[src/rtl/input_debouncer_if.sv]
`default_nettype none
// ============================================================================
// Module      : input_debouncer_if
// Description : Raw input and conditioned outputs of the input debouncer.
// Revision    : 1.0 - initial release
// ============================================================================
interface input_debouncer_if;
    logic in;
    logic out;
    logic busy;

    modport master (
        output in,
        input  out,
        input  busy
    );

    modport slave (
        input  in,
        output out,
        output busy
    );
endinterface
`default_nettype wire

[src/rtl/input_debouncer.sv]
`default_nettype none
// ============================================================================
// Module      : input_debouncer
// Description : Synchronizes a bouncy asynchronous input and qualifies each
//               level change over BOUNCE_TICKS consecutive samples.
// Revision    : 1.0 - initial release
// ============================================================================
module input_debouncer #(
    parameter int   SYNC_STAGES  = 2,
    parameter int   BOUNCE_TICKS = 4,
    parameter logic RESET_LEVEL  = 1'b0
) (
    input  logic               clk,
    input  logic               rst,
    input_debouncer_if.slave   bus
);

    localparam int c_cnt_w = $clog2(BOUNCE_TICKS + 1);
    localparam logic [c_cnt_w-1:0] c_one  = c_cnt_w'(1);
    localparam logic [c_cnt_w-1:0] c_zero = '0;
    localparam logic [c_cnt_w-1:0] c_last = c_cnt_w'(BOUNCE_TICKS - 1);

    typedef enum logic [1:0] {
        STABLE_LOW  = 2'b00,
        MAYBE_HIGH  = 2'b01,
        STABLE_HIGH = 2'b10,
        MAYBE_LOW   = 2'b11
    } state_t;

    localparam state_t c_reset_state = RESET_LEVEL ? STABLE_HIGH : STABLE_LOW;

    logic [SYNC_STAGES-1:0] r_sync;
    logic                   w_s;
    state_t                 r_state;
    state_t                 w_state_next;
    logic [c_cnt_w-1:0]     r_count;
    logic [c_cnt_w-1:0]     w_count_next;
    logic                   r_out;
    logic                   w_out_next;
    logic                   r_busy;
    logic                   w_busy_next;

    // Only the last synchronizer stage is allowed to reach the FSM.
    always_ff @(posedge clk or posedge rst) begin
        if (rst) begin
            r_sync <= {SYNC_STAGES{RESET_LEVEL}};
        end else begin
            r_sync <= {r_sync[SYNC_STAGES-2:0], bus.in};
        end
    end

    assign w_s = r_sync[SYNC_STAGES-1];

    always_ff @(posedge clk or posedge rst) begin
        if (rst) begin
            r_state <= c_reset_state;
            r_count <= c_zero;
            r_out   <= RESET_LEVEL;
            r_busy  <= 1'b0;
        end else begin
            r_state <= w_state_next;
            r_count <= w_count_next;
            r_out   <= w_out_next;
            r_busy  <= w_busy_next;
        end
    end

    always_comb begin
        w_state_next = r_state;
        w_count_next = r_count;
        w_out_next   = r_out;
        w_busy_next  = r_busy;
        case (r_state)
            STABLE_LOW: begin
                if (w_s) begin
                    w_state_next = MAYBE_HIGH;
                    w_count_next = c_one;
                    w_busy_next  = 1'b1;
                end
            end
            MAYBE_HIGH: begin
                if (!w_s) begin
                    w_state_next = STABLE_LOW;
                    w_count_next = c_zero;
                    w_busy_next  = 1'b0;
                end else if (r_count == c_last) begin
                    w_state_next = STABLE_HIGH;
                    w_count_next = c_zero;
                    w_out_next   = 1'b1;
                    w_busy_next  = 1'b0;
                end else begin
                    w_count_next = r_count + c_one;
                end
            end
            STABLE_HIGH: begin
                if (!w_s) begin
                    w_state_next = MAYBE_LOW;
                    w_count_next = c_one;
                    w_busy_next  = 1'b1;
                end
            end
            MAYBE_LOW: begin
                if (w_s) begin
                    w_state_next = STABLE_HIGH;
                    w_count_next = c_zero;
                    w_busy_next  = 1'b0;
                end else if (r_count == c_last) begin
                    w_state_next = STABLE_LOW;
                    w_count_next = c_zero;
                    w_out_next   = 1'b0;
                    w_busy_next  = 1'b0;
                end else begin
                    w_count_next = r_count + c_one;
                end
            end
            default: begin
                w_state_next = STABLE_LOW;
                w_count_next = c_zero;
                w_out_next   = 1'b0;
                w_busy_next  = 1'b0;
            end
        endcase
    end

    assign bus.out  = r_out;
    assign bus.busy = r_busy;

endmodule
`default_nettype wire

[src/flat_wrapper.sv]
// flat-port wrapper written by rule: the top's interface ports become plain ports
module input_debouncer_flat 
#(
    parameter int   SYNC_STAGES  = 2,
    parameter int   BOUNCE_TICKS = 4,
    parameter logic RESET_LEVEL  = 1'b0
)
  (clk, rst, bus_in, bus_out, bus_busy);
  input_debouncer_if bus_i ();
  input  logic clk;
  input  logic rst;
  input wire logic [$bits(bus_i.in)-1:0] bus_in;
  output wire logic [$bits(bus_i.out)-1:0] bus_out;
  output wire logic [$bits(bus_i.busy)-1:0] bus_busy;
  assign bus_i.in = bus_in;
  assign bus_out = bus_i.out;
  assign bus_busy = bus_i.busy;
  input_debouncer #(.SYNC_STAGES(SYNC_STAGES), .BOUNCE_TICKS(BOUNCE_TICKS), .RESET_LEVEL(RESET_LEVEL)) u_core (.clk(clk), .rst(rst), .bus(bus_i));
endmodule
[config.mk]
export PLATFORM = sky130hd
export DESIGN_NAME = input_debouncer_flat
export DESIGN_NICKNAME = d
export VERILOG_FILES = /design/src/rtl/input_debouncer_if.sv /design/src/rtl/input_debouncer.sv /design/src/flat_wrapper.sv
export SDC_FILE = /design/constraint.sdc
export NUM_CORES = 1
export LEC_CHECK = 0
export ABC_AREA = 1
export CAP_MARGIN = 20
export CORE_AREA = 2 2 39 41
export DETAILED_ROUTE_END_ITERATION = 10
export DIE_AREA = 0 0 41 43
export PLACE_DENSITY = 0.57
export SLEW_MARGIN = 20
export SYNTH_ARGS = -nofsm -noshare
export SYNTH_HDL_FRONTEND = slang
export SYNTH_SLANG_ARGS = --single-unit
[constraint.sdc]
create_clock -name clk -period 2.7 [get_ports clk]
set_clock_uncertainty 0.05 [all_clocks]
set_input_delay 0.675 -clock clk [delete_from_list [all_inputs] [get_ports clk]]
set_output_delay 0.675 -clock clk [all_outputs]
set_load 0.02 [all_outputs]
==> impl_metrics.toml <==
[route]
wl_per_cell_um = 9.46
dr.first_iter.drc_count = 11
routed_wirelength_um = 672
dr_total_vias = 324
viasPerCell = 4.56
drc = 0
ant_nets = 0
first_pass_iters = 6

[worst_setup_path]
reg2regPathDepth = 5
worstPathBufferInverterCount = 1
setup.worst_path.end_class = "output pin"
rrSetupSlack_ns = 1.53
start_kind = "flop"
cp.arrival_ns = 1.21
crit_slowest_cell = "clkdlybuf4s50_1"
crit_chain = "clkdlybuf4s50_1"
crit_fanout = 3
setup.worst_path.class = "reg2out"
r2r-end = "u_core.bus.out$_DFFE_PP0P_"
regToRegStartpoint = "u_core.r_count[0]$_DFFE_PP0P_"
path_delay_family = "buffers and inverters"
worstPathRequired_ns = 1.98
cpPeakStageDelay_ns = 0.61

[cells_and_area]
fill_cells = 142
fin_util = 0.351
diodes = 0
layout.nets = 60
ff_latch_area_sq_um = 225
area_growth_pct = 21.6
finalInstanceArea_sq_um = 485
fin_cells = 71
layout-drive-gt1-share = 0.127
multi_input_area_sq_um = 151

[min_path]
min_to = "u_core.r_sync[1]$_DFF_PP0_"
whs_path_depth = 0
hold_path.class = "reg2reg"
hp-start = "u_core.r_sync[0]$_DFF_PP0_"

[cts]
insertion_delay_ns = 0.25
cts_hold_buf = 0
postCtsSetupRepairBufs = 0
clock-sinks = 9
cts-root-buf = "clkbuf_4"
cts_resized = 0
path_clk_slew_ns = 0.06
cts_tree = "done"
cts.htree.levels = 1
clock_path_buffers = 2
cts_buffers = 3

[sta]
setup_slack_ns = 0.761
rsz0062_at_grt = "false"
max_freq_mhz = 516
setup_viol = 0
post-route-period-util = 0.718
drv_slew = 0
finalHoldViolations = 0
relSlewSlack = 0.771
fin_tns_setup_ns = 0
hold_slack_ns = 0.301
period_minus_slack_ns = 1.94
worst_pin_slew_ns = 0.343

[yosys]
ys_seq_area_frac = 0.564
synthTopCellsByCount = "nand2_1 (14), dfrtp_1 (9), nand3_1 (8)"
avgSynthCellArea_sq_um = 8.49
yosys_warnings = 0
synth_top_family_by_area = "simple AND/OR/NAND/NOR gates"
synth_area_sq_um = 399
synth_area_leaders = "dfrtp_1 (56%), nand2_1 (13%), nand3_1 (10%)"
netlist_instances = 47
synthXorXnorAreaFrac = 0
yosys.area_share.adder = 0.0313
synth_compound_area_frac = 0.0376
syn_nets = 51
yosysTopAreaCellShare = 0.564
synthFlopType = "dfrtp_1"
synth_largest_area_cell = "dfrtp_1"
synth_seq_cells = 9
synth.most_common_cell = "nand2_1"
synth-simple-area-share = 0.310
synthArstFlopShare = 1.00
synth.distinct_cells = 12
synth_edf_count = 0
synth_mux_area_frac = 0

[floorplan]
start_util = 0.288
design.core.area_sq_um = 1380
die_width_um = 41
die-area_sq_um = 1760
fp.dieH_um = 43
core.rowCount = 14
ios = 5

[placed_design]
place_ws_ns = 1.04
place_area_sq_um = 459
dp.cells = 67
gp_congestion = 0.780
io_buffers = 4

[global_route]
grt_max_degree = 10
antenna_found_initial = 0
grt_pass1_wl_um = 1070
grt_use_total = 0.0959
first_global_vias = 264
overflow = 0

[power_and_ir_drop]
power_density_nw_per_um2 = 1010
ir_drop_uv = 411
leakage_nw = 0.243
p_total_uw = 491

[status]
run_status = "finished clean"

[run]
maxCapViolCount = 0
## per-layer routing
metal  up-vias  share of wire  track usage
li1        164              -            -
met1       144           0.50        0.146
met2        16           0.44        0.103
met3         0          0.064       0.0314
met4         0              0       0.0800
met5         -              0            0
## where the power goes
part / internal [mW] / switching (mW) / total [mW]
clock network: 0.0569 / 0.0461 / 0.103
logic: 0.0741 / 0.0960 / 0.170
registers: 0.178 / 0.0395 / 0.217
## final cells by class
type / count / area share
clock buffer: 4 / 0.0541
inverter: 6 / 0.0464
multi-input combinational: 32 / 0.312
sequential: 9 / 0.464
tap: 16 / 0.0412
timing repair buffer: 4 / 0.0825
## worst max path at each step
stage / startpoint / end / cells after the start
after floorplan: u_core.bus.busy$_DFFE_PP0P_ / bus_busy / 0
after CTS: u_core.bus.busy$_DFFE_PP0P_ / bus_busy / 1
after global routing: u_core.bus.busy$_DFFE_PP0P_ / bus_busy / 1
after global placement: u_core.bus.busy$_DFFE_PP0P_ / bus_busy / 1
after detailed placement: u_core.bus.busy$_DFFE_PP0P_ / bus_busy / 1
final: u_core.bus.busy$_DFFE_PP0P_ / bus_busy / 1
## placed cells by master (no fill, tap or decap)
| cell type | synthesis | layout |
|---|---|---|
| inv_1 | 3 | 3 |
| clkbuf_4 | 0 | 3 |
| nor2_1 | 3 | 3 |
| nand3b_1 | 1 | 1 |
| ha_1 | 1 | 1 |
| nand3_1 | 8 | 8 |
| o21ai_1 | 2 | 2 |
| nand2_2 | 1 | 1 |
| inv_2 | 3 | 3 |
| o21ai_0 | 1 | 1 |
| clkdlybuf4s50_1 | 0 | 4 |
| nand2_1 | 14 | 14 |
| clkbuf_1 | 0 | 1 |
| or2_0 | 1 | 1 |
| dfrtp_1 | 9 | 9 |
## logic make-up after synthesis
family	Yosys count
compound gates	3
fa+ha+maj	1
buf+inv	6
flops	9
simple gates	28
## worst reg2reg max path, stage by stage, from the launching register on
cell	delay [ns]
dfrtp_1	0.40
ha_1	0.23
nand3_1	0.15
inv_1	0.09
nand3_1	0.07
nand2_1	0.06
No activity file was read; power rests on OpenSTA's default activity.
